File: src/rtl/up_down_counter_param.sv
// up_down_counter_param
//
// General-purpose up/down counter. Counts modulo MAX_VAL+1, with a count
// enable, a synchronous parallel load, and a choice of wrapping or
// saturating at the count limits. It also provides a combinational
// terminal-count flag and a registered one-cycle wrap-event pulse.
//
// Parameters:
//   WIDTH    counter width in bits (2..32)
//   MAX_VAL  highest count value, 1 <= MAX_VAL <= 2**WIDTH-1
//
// Ports:
//   clk       rising-edge clock for all state
//   rst       asynchronous active-low reset (clears count and wrap)
//   en        count enable; the counter holds when low
//   up_down   direction: 1 = increment, 0 = decrement
//   sat       limit mode: 0 = wrap, 1 = saturate
//   load      synchronous load strobe; takes priority over en
//   load_val  value to load, clamped to MAX_VAL
//   step      (only with UDC_STEP_EN) per-cycle step amount, clamped to
//             MAX_VAL; 0 holds the count
//   count     registered count value
//   tc        terminal count: at MAX_VAL when counting up, at 0 when
//             counting down
//   wrap      registered pulse, high in the cycle the wrapped count appears
//
// Optional feature macro: UDC_STEP_EN. When it is defined the step input
// is present. When it is undefined the step is fixed at 1.

module up_down_counter_param #(
  parameter int unsigned     WIDTH   = 8,
  parameter longint unsigned MAX_VAL = (64'd1 << WIDTH) - 64'd1
) (
  input  logic             clk,
  input  logic             rst,
  input  logic             en,
  input  logic             up_down,
  input  logic             sat,
  input  logic             load,
  input  logic [WIDTH-1:0] load_val,
`ifdef UDC_STEP_EN
  input  logic [WIDTH-1:0] step,
`endif
  output logic [WIDTH-1:0] count,
  output logic             tc,
  output logic             wrap
);

  // The arithmetic is one bit wider than the counter. As a result,
  // count+step and the modulus MAX_VAL+1 never overflow, even when
  // MAX_VAL = 2**WIDTH-1.
  localparam logic [WIDTH:0]   MAX_EXT = (WIDTH+1)'(MAX_VAL);
  localparam logic [WIDTH:0]   ONE_EXT = (WIDTH+1)'(1);
  localparam logic [WIDTH:0]   MOD_EXT = MAX_EXT + ONE_EXT;
  localparam logic [WIDTH-1:0] MAX_Q   = WIDTH'(MAX_VAL);

  logic [WIDTH-1:0] count_q, count_d;
  logic             wrap_q, wrap_d;

  logic [WIDTH:0]   count_ext;
  logic [WIDTH:0]   load_ext;
  logic [WIDTH:0]   step_ext;
  logic [WIDTH:0]   sum_ext;

  // Widened operands. The step is clamped to MAX_VAL so that
  // MAX_EXT - step_ext below can never go negative.
  always_comb begin
    count_ext = {1'b0, count_q};
    load_ext  = {1'b0, load_val};
`ifdef UDC_STEP_EN
    step_ext  = ({1'b0, step} > MAX_EXT) ? MAX_EXT : {1'b0, step};
`else
    step_ext  = ONE_EXT;
`endif
    sum_ext   = count_ext + step_ext;
  end

  // Next-state logic. Load has priority over counting, and counting has
  // priority over holding. The wrap pulse is high only on an actual
  // wrap, so every other path leaves it at its default of 0.
  always_comb begin
    count_d = count_q;
    wrap_d  = 1'b0;
    if (load) begin
      count_d = (load_ext > MAX_EXT) ? MAX_Q : load_val;
    end else if (en) begin
      if (up_down) begin
        if (sum_ext > MAX_EXT) begin
          if (sat) begin
            count_d = MAX_Q;
          end else begin
            count_d = WIDTH'(sum_ext - MOD_EXT);
            wrap_d  = 1'b1;
          end
        end else begin
          count_d = WIDTH'(sum_ext);
        end
      end else begin
        if (step_ext > count_ext) begin
          if (sat) begin
            count_d = '0;
          end else begin
            // count + (MAX_VAL+1) - step. The terms are ordered so that
            // no intermediate value underflows.
            count_d = WIDTH'(count_ext + (MAX_EXT - step_ext) + ONE_EXT);
            wrap_d  = 1'b1;
          end
        end else begin
          count_d = WIDTH'(count_ext - step_ext);
        end
      end
    end
  end

  // State register with asynchronous active-low clear.
  always_ff @(posedge clk or negedge rst) begin
    if (!rst) begin
      count_q <= '0;
      wrap_q  <= 1'b0;
    end else begin
      count_q <= count_d;
      wrap_q  <= wrap_d;
    end
  end

  assign count = count_q;
  assign wrap  = wrap_q;

  // Terminal count is deliberately combinational and independent of en
  // and sat. This lets it drive the enable of a cascaded counter in the
  // same cycle.
  assign tc = up_down ? (count_q == MAX_Q) : (count_q == '0);

endmodule

File: config.mk
export PLATFORM = sky130hd
export DESIGN_NAME = up_down_counter_param
export DESIGN_NICKNAME = d
export VERILOG_FILES = /design/src/rtl/up_down_counter_param.sv
export SDC_FILE = /design/constraint.sdc
export NUM_CORES = 1
export LEC_CHECK = 0
export CORE_UTILIZATION = 50
export DETAILED_ROUTE_END_ITERATION = 10
export PLACE_DENSITY_LB_ADDON = 0.3
export SLEW_MARGIN = 20
export SYNTH_ARGS = -nofsm -noshare
export SYNTH_HDL_FRONTEND = slang
export SYNTH_SLANG_ARGS = --single-unit
File: constraint.sdc
create_clock -name clk -period 2.48 [get_ports clk]
set_clock_uncertainty 0.15 [all_clocks]
set_input_delay 0.372 -clock clk [delete_from_list [all_inputs] [get_ports clk]]
set_output_delay 0.372 -clock clk [all_outputs]
set_load 0.005 [all_outputs]
==> summary.txt, run 1 <==
Run status
  – Status: finished clean

Placed design
  – Hpwl dp: about 2100 um
  – Final Wtd Congestion: 0.974
  – IO Port Bufs: 23
  – Dpl cell area: 1330 sq um

Logic synthesis
  – Largest family of logic cells by synthesized area: simple AND/OR/NAND/NOR gates
  – Share of the synthesized area in the top cell type: between 20 and 25%
  – Leading area contributor after synthesis: dfrtp_1
  – Sequential cell area fraction in the yosys report: between 20 and 25%
  – Area share of fa/ha/maj cells after synthesis: 4.79%
  – Yosys reg bits: 9
  – Top cells by area, synth: dfrtp_1, a21oi_1, nor2_1
  – Simple-gate share of the synthesized area: 33.2%
  – Syn Area/Cell: 7.57 sq um
  – Post-synth cell types: 45
  – Synth warn: 0
  – Main synth FF type: dfrtp_1
  – Fraction of registers with async set/reset: 100%
  – Synthesized area: 1040 sq um
  – Post-Synth XOR/XNOR Area: between 2 and 3%
  – Syn nets: 156
  – Syn Inst Count: around 140
  – Number of enable flip-flop cells after synthesis: 0
  – Mux cell area share after synthesis: 3.11%
  – Synth Area in Compound Gates: 25.5%

Worst hold path
  – HP Class: in2async

Floorplan
  – Top Ports: 24
  – Core area: 1960 sq um
  – Initial Utilization: 53.3%
  – Die Y: 47.7 um
  – Die area: 2280 sq um
  – Rows: 16
  – Die width: 47.7 um

Worst setup path
  – FF-to-FF setup slack: about 0.16 ns
  – CP Launch Type: register
  – Slowest cell on the critical path: or4_4
  – Slowest cell delay on critical path: 0.58 ns
  – Arr. time, crit path: around 1.9 ns
  – Worst Path Required: a little under 2 ns
  – Reg2reg path depth: 7
  – Crit-path cells: or4_4 > nor3_4 > nand2_1 > o21ai_0 > dlygate4sd2_1
  – RR Endpoint: count[6]
  – Crit. End Element: output pin
  – CP Class: reg2out
  – CP top delay family: simple AND/OR/NAND/NOR gates
  – Worst r2r src: count[1]
  – CP Buf/Inv Count: 1
  – Largest fanout on the critical path: 3

Timing
  – Max transition margin: roughly three fifths
  – Final min period: 2.37 ns
  – Final Hold Vio Count: 0
  – Final setup viols: 0
  – Final period util: between 90% and 100%
  – Setup Total Neg Slack: 0 ns
  – Least-Margin Pin Slew: ~0.6 ns
  – Worst Hold Margin: 0.247 ns
  – Slew Limit Fails: 0
  – RSZ-0062 raised after global routing: false
  – Fmax: between 0.4 and 0.5 GHz

Clocking
  – Longest Clk Path Bufs: 2
  – Post-CTS Hold Buffers: 0
  – Sink Count: 9
  – TritonCTS clock tree: done
  – CTS Buf Count: 3
  – Insertion delay to the later sink of the worst-skew pair: 0.27 ns
  – Clk slew on worst S/H paths: 0.06 ns
  – Htree depth: 1
  – Root Buffer: clkbuf_4

Global route
  – First-pass GRT wire length: approximately 4600 um
  – GR Overflow Total: 0
  – Vias in the first global route: 1,011
  – Antenna violations before repair: 0
  – Gr usage total: 29.1%
  – Pin count of the biggest net entering global routing: 18

Final layout
  – Layout Nets: 185
  – Post-route cell area: 1370 sq um
  – Area grow syn2layout: 31.3%
  – Share of post-route cells with drive strength above 1: 16.3%
  – Diode count: 0

Routing
  – Vias per std cell: 6.09
  – Wire length per cell: 15.0 um
  – 1st-pass router iterations: 4
  – Remaining DRCs: 0
  – Wirelength, routed: between 2000 and 3000 um
  – Initial DRC count: 56
  – Via count: 1,175
  – Post-route antenna net violation count: 0

Power
  – Peak supply drop: 0.000278 V
  – Flop pwr share: 31.2%
  – LEAKAGE: between 0.5 and 0.6 nW
  – Combinational share of power: 48.4%
  – Switching share of power: between 30% and 40%
  – PD cells: around 430 nW/um^2
  – Power after layout: 0.587 mW
  – P_int: between 0.3 and 0.4 mW
  – Sw Pwr: between 0.2 and 0.25 mW
  – Clk network pwr share: 20.4%

Run
  – Max-Cap Viols: 0
[timing repair]
item	in CTS	in global routing
resized for setup	1	0
buffers inserted	1	1
setup endpoints to repair	1	1
pin swaps	2	2
[layout by cell type, fill, tap and decap left out, types with 2 or more instances in the layout]
master	count
clkdlybuf4s50_1	22
nor2_1	15
a21oi_1	15
buf_4	15
o21ai_0	10
dfrtp_1	9
nand2_1	8
inv_1	6
nand3_1	6
nor3_1	4
nor2b_1	4
ha_1	4
nand2b_1	3
a211oi_1	3
clkbuf_4	3
nor3_4	2
nand4_1	2
nand3b_1	2
o211ai_1	2
and3_1	2
o221ai_1	2
mux2_2	2
a41oi_1	2
xnor2_1	2
o22ai_1	2
[state kept, by name, indices dropped and copies added (netlist names)]
name and cells:
count 8, wrap 1
[power groups by stage]
stage	clock network (mW)	registers, mW	logic, mW
final	0.120	0.183	0.284
after global routing	0.125	0.186	0.312
after CTS	0.119	0.183	0.281
after detailed placement	0	0.186	0.278
after global placement	0	0.184	0.271
after floorplan	0	0.185	0.172
[kinds of logic after synthesis]
family	Yosys count
XOR/XNOR	3
AO/OA/AOI/OAI	42
AND/OR/NAND/NOR	57
adder cells (fa/ha/maj)	4
multiplexers	3
flip-flops	9
buffers and inverters	20
[worst max path at each step]
| stage | from | end | slack (ns) | cells past startpoint |
|---|---|---|---|---|
| 3_3_place_gp | count[6] | tc | 0.10 | 5 |
| 3_5_place_dp | count[6] | tc | 0.11 | 5 |
| 4_1_cts | count[5] | tc | 0.03 | 5 |
| 2_1_floorplan | count[0] | count[6] | 0.20 | 8 |
| 6_report | count[6] | tc | 0.11 | 5 |
| 5_1_grt | count[6] | tc | 0.0003 | 5 |
[cell usage after synthesis (2+ instances only)]
library cell / number
o22ai_1: 2
dfrtp_1: 9
a21oi_1: 15
o211ai_1: 2
xnor2_1: 2
nand2_1: 8
mux2_2: 2
a41oi_1: 2
buf_2: 2
o21ai_0: 10
nand3b_1: 2
nand2b_1: 3
nor3_4: 2
nor3_1: 4
nor2b_1: 4
clkbuf_1: 7
o221ai_1: 2
a211oi_1: 3
nand3_1: 6
nand4_1: 2
ha_1: 4
buf_6: 2
inv_1: 6
and3_1: 2
nor2_1: 15
[per-layer routing]
layer  wire length [um]  global-route usage (%)  vias up
met2               1290                    44.3       61
met1               1210                    38.0      535
met3                251                    5.66       16
met4                128                    17.2        0
li1                   -                       -      563
met5                  0                       0        -
[layout make-up]
class                   count  area, sq um
clock buffers               4         26.3
fillers                   177          591
inverters                   6         22.5
multi-input cells         109          722
flip-flops and latches      9          225
well taps                  27         33.8
repair buffers             38          342
[metrics by stage]
stage | instances | util [%] | setup WS, ns
finish | 193 | 69.9 | 0.109
global route | 193 | 69.9 | 0.000276
CTS | 192 | 69.5 | 0.0293
detailed placement | 187 | 67.9 | 0.109
global placement | 187 | 67.9 | 0.101
floorplan | 138 | - | 0.204
(Power assumes the default switching activity.)
==> run 2, diff against run 1 <==
- ABC_AREA: unset -> 1
- CORE_UTILIZATION: 50 -> 49
==> run 2 against run 1 <==
Against the previous run: setup slack got worse by 0.031 ns; register-to-register slack better by 0.06 ns; critical path depth up 1; power rose by 5.0%; largest cell class unchanged; fmax decreased by 1.3%.
==> summary.txt, run 2 <==
Clocking
  – Clk slew on worst S/H paths: 0.06 ns (about the same)
  – Post-CTS setup buffers: 0 (-1)
  – Htree depth: 1 (unchanged)
  – TritonCTS clock tree: done
  – CTS Buf Count: 3 (unchanged)
  – Longest Clk Path Bufs: 2 (unchanged)
  – Sink Count: 9 (unchanged)
  – Root Buffer: clkbuf_4
  – Insertion delay to the later sink of the worst-skew pair: 0.26 ns (about the same)

Worst hold path
  – HP Class: in2async

Worst setup path
  – Arr. time, crit path: 1.88 ns (+0.03 ns)
  – Worst r2r src: count[0]
  – Crit. End Element: output pin
  – CP Launch Type: register
  – CP Class: reg2out
  – Largest fanout on the critical path: 3 (unchanged)
  – Reg2reg path depth: 12 (+5)
  – Worst Path Required: 1.96 ns (about the same)
  – RR Endpoint: count[6]
  – FF-to-FF setup slack: 0.22 ns (+0.06 ns)

Logic synthesis
  – Yosys reg bits: 9 (unchanged)
  – Area share of fa/ha/maj cells after synthesis: 5.05% (+0.26 points)
  – Largest family of logic cells by synthesized area: simple AND/OR/NAND/NOR gates
  – Synth Area in Compound Gates: 8.84% (-17 points)
  – Share of the synthesized area in the top cell type: 23.9% (+2.3 points)
  – Post-synth cell types: 23 (-49%)
  – Sequential cell area fraction in the yosys report: 22.7% (+1.2 points)
  – Most frequent cell after synthesis: nand2_1
  – Fraction of registers with async set/reset: 100% (unchanged)
  – Synth warn: 0 (unchanged)
  – Commonest cells in the synthesized netlist: nand2_1, nor2_1, inv_1
  – Syn nets: 192 (+23%)
  – Syn Area/Cell: 5.70 sq um (-25%)
  – Mux cell area share after synthesis: 0% (-3.1 points)
  – Synthesized area: 991 sq um (-5.1%)
  – Number of enable flip-flop cells after synthesis: 0 (unchanged)
  – Leading area contributor after synthesis: nand2_1
  – Post-Synth XOR/XNOR Area: 2.65% (+0.14 points)
  – Simple-gate share of the synthesized area: 47.7% (+15 points)
  – Syn Inst Count: 174 (+26%)
  – Top cells by area, synth: nand2_1, dfrtp_1, nor2_1
  – Main synth FF type: dfrtp_1

Timing
  – Max transition margin: 69.2% (+9.5 points)
  – Final period util: 96.8% (+1.2 points)
  – Least-Margin Pin Slew: 0.460 ns (-0.142 ns)
  – Final min period: 2.40 ns (+0.0305 ns)
  – Slew Limit Fails: 0 (unchanged)
  – Setup Total Neg Slack: 0 ns (unchanged)
  – RSZ-0062 raised after global routing: false
  – Fin worst setup slack: 0.0787 ns (-0.0305 ns)
  – Fmax: 0.416 GHz (-1.3%)
  – Final Hold Vio Count: 0 (unchanged)
  – Final setup viols: 0 (unchanged)

Placed design
  – Pre-CTS setup slack: 0.313 ns (+0.204 ns)
  – IO Port Bufs: 23 (unchanged)
  – Hpwl dp: 2200 um (+3.2%)
  – Final Wtd Congestion: 0.971 (-0.31%)
  – Dpl cell area: 1260 sq um (-5.6%)
  – Placed cell count: 223 (+19%)

Final layout
  – Most common cell after layout, fill and taps aside: nand2_1
  – Commonest cells after routing, fill and taps aside: nand2_1, inv_1, nor2_1, clkdlybuf4s50_1, nand3_1
  – Layout Nets: 221 (+19%)
  – Share of post-route cells with drive strength above 1: 9.41% (-6.9 points)
  – Layout Cells excl Fill: 227 (+18%)
  – Max reg flops: 8 (unchanged)
  – Post-route cell area: 1290 sq um (-5.7%)
  – Diode count: 0 (unchanged)
  – Area grow syn2layout: 30.4%
  – FILL cells: 175 (-1.1%)

Global route
  – Pin count of the biggest net entering global routing: 16 (-2)
  – GR Overflow Total: 0 (unchanged)
  – Grt met1 use: 38.7% (+0.65 points)
  – Met2 Use GR: 47.2% (+2.9 points)
  – Gr usage total: 29.1% (about the same)
  – Met3 Use GR: 6.54% (+0.88 points)
  – Vias in the first global route: 1,039 (+2.8%)
  – GRT busiest layer: met2
  – Antenna violations before repair: 0 (unchanged)
  – First-pass GRT wire length: 4560 um (+0.13%)

Routing
  – Remaining DRCs: 0 (unchanged)
  – 1st-pass router iterations: 4 (unchanged)
  – Wire length per cell: 12.3 um (-18%)
  – Post-route antenna net violation count: 0 (unchanged)
  – Wirelength, routed: 2800 um (-3.1%)
  – Initial DRC count: 58 (+3.6%)
  – Via count: 1,216 (+3.5%)
  – Vias per std cell: 5.36 (-12%)

Run
  – Max-Cap Viols: 0 (unchanged)

Run status
  – Status: finished clean

Floorplan
  – Die Y: 47.0 um (-1.6%)
  – Rows: 15 (-1)
  – Top Ports: 24 (unchanged)
  – Core area: 1800 sq um (-8.2%)
  – Initial Utilization: 55.0% (+1.7 points)
  – Die width: 47.0 um (-1.6%)
  – Die area: 2210 sq um (-3.1%)

Power
  – PD cells: 477 nW/um^2 (+11%)
  – Peak supply drop: 0.000313 V (+13%)
  – LEAKAGE: 0.701 nW (+28%)
==> run 2: cell count changes after synthesis, sizes merged, moves of 4 or more <==
cell / before / now
a211oi: 4 / 0
clkbuf: 8 / 1
nor3: 7 / 3
a21oi: 15 / 5
nand3: 6 / 14
nor2b: 4 / 0
nand2: 8 / 68
inv: 6 / 24
nor2: 15 / 24
==> run 2: kinds of logic (layout without fill, tap and decap cells) <==
family                   after synthesis  after routing
AO/OA/AOI/OAI                         16             16
buffers and inverters                 29             57
adder cells (fa/ha/maj)                4              4
flip-flops                             9              9
XOR/XNOR                               3              3
AND/OR/NAND/NOR                      113            113
==> run 2: layout make-up <==
type                    instances  area [sq um]  area share, %
clock buffers                   4          26.3           2.03
well taps                      25          31.3           2.42
flip-flops and latches          9           225           17.4
multi-input cells             136           647           50.0
inverters                      25          95.1           7.36
repair buffers                 28           268           20.7
==> run 2: critical path, stage by stage (launching register included) <==
cell and delay [ns]:
dfrtp_1 0.37, ha_2 0.22, nand2_1 0.11, nor2_2 0.15
nand3_2 0.10, o21ai_0 0.16, clkdlybuf4s50_1 0.52
==> run 2: per-layer routing <==
layer	vias up	share of wire (%)
met2	61	47
li1	591	-
met4	0	3.2
met3	12	7.3
met5	-	0
met1	552	43
==> run 2: worst max path at each step <==
stage	slack (ns)	depth (start not counted)	end	startpoint
CTS	0.04	6	tc	count[1]
finish	0.08	6	tc	count[1]
detailed placement	0.31	12	count[6]	count[0]
floorplan	0.64	14	count[5]	count[0]
global placement	0.34	4	tc	up_down
global route	0.009	6	tc	count[0]
==> run 2: what timing repair did <==
item,4_1_cts,5_1_grt
resized for setup,0,3
endpoints found under the setup margin,0,1
hold buffers,0,0
==> run 2: power by group <==
part	internal, mW	total, mW	switching (mW)
combinational	0.137	0.306	0.169
sequential	0.166	0.196	0.0299
clock	0.0620	0.114	0.0523
==> run 2: stage by stage <==
step | total power, mW | hold WS, ns | util, %
after floorplan | 0.374 | -0.0736 | -
after global placement | 0.488 | 0.438 | 69.7
after detailed placement | 0.497 | 0.433 | 69.7
after CTS | 0.614 | 0.283 | 71.2
after global routing | 0.664 | 0.291 | 71.7
final | 0.616 | 0.278 | 71.7
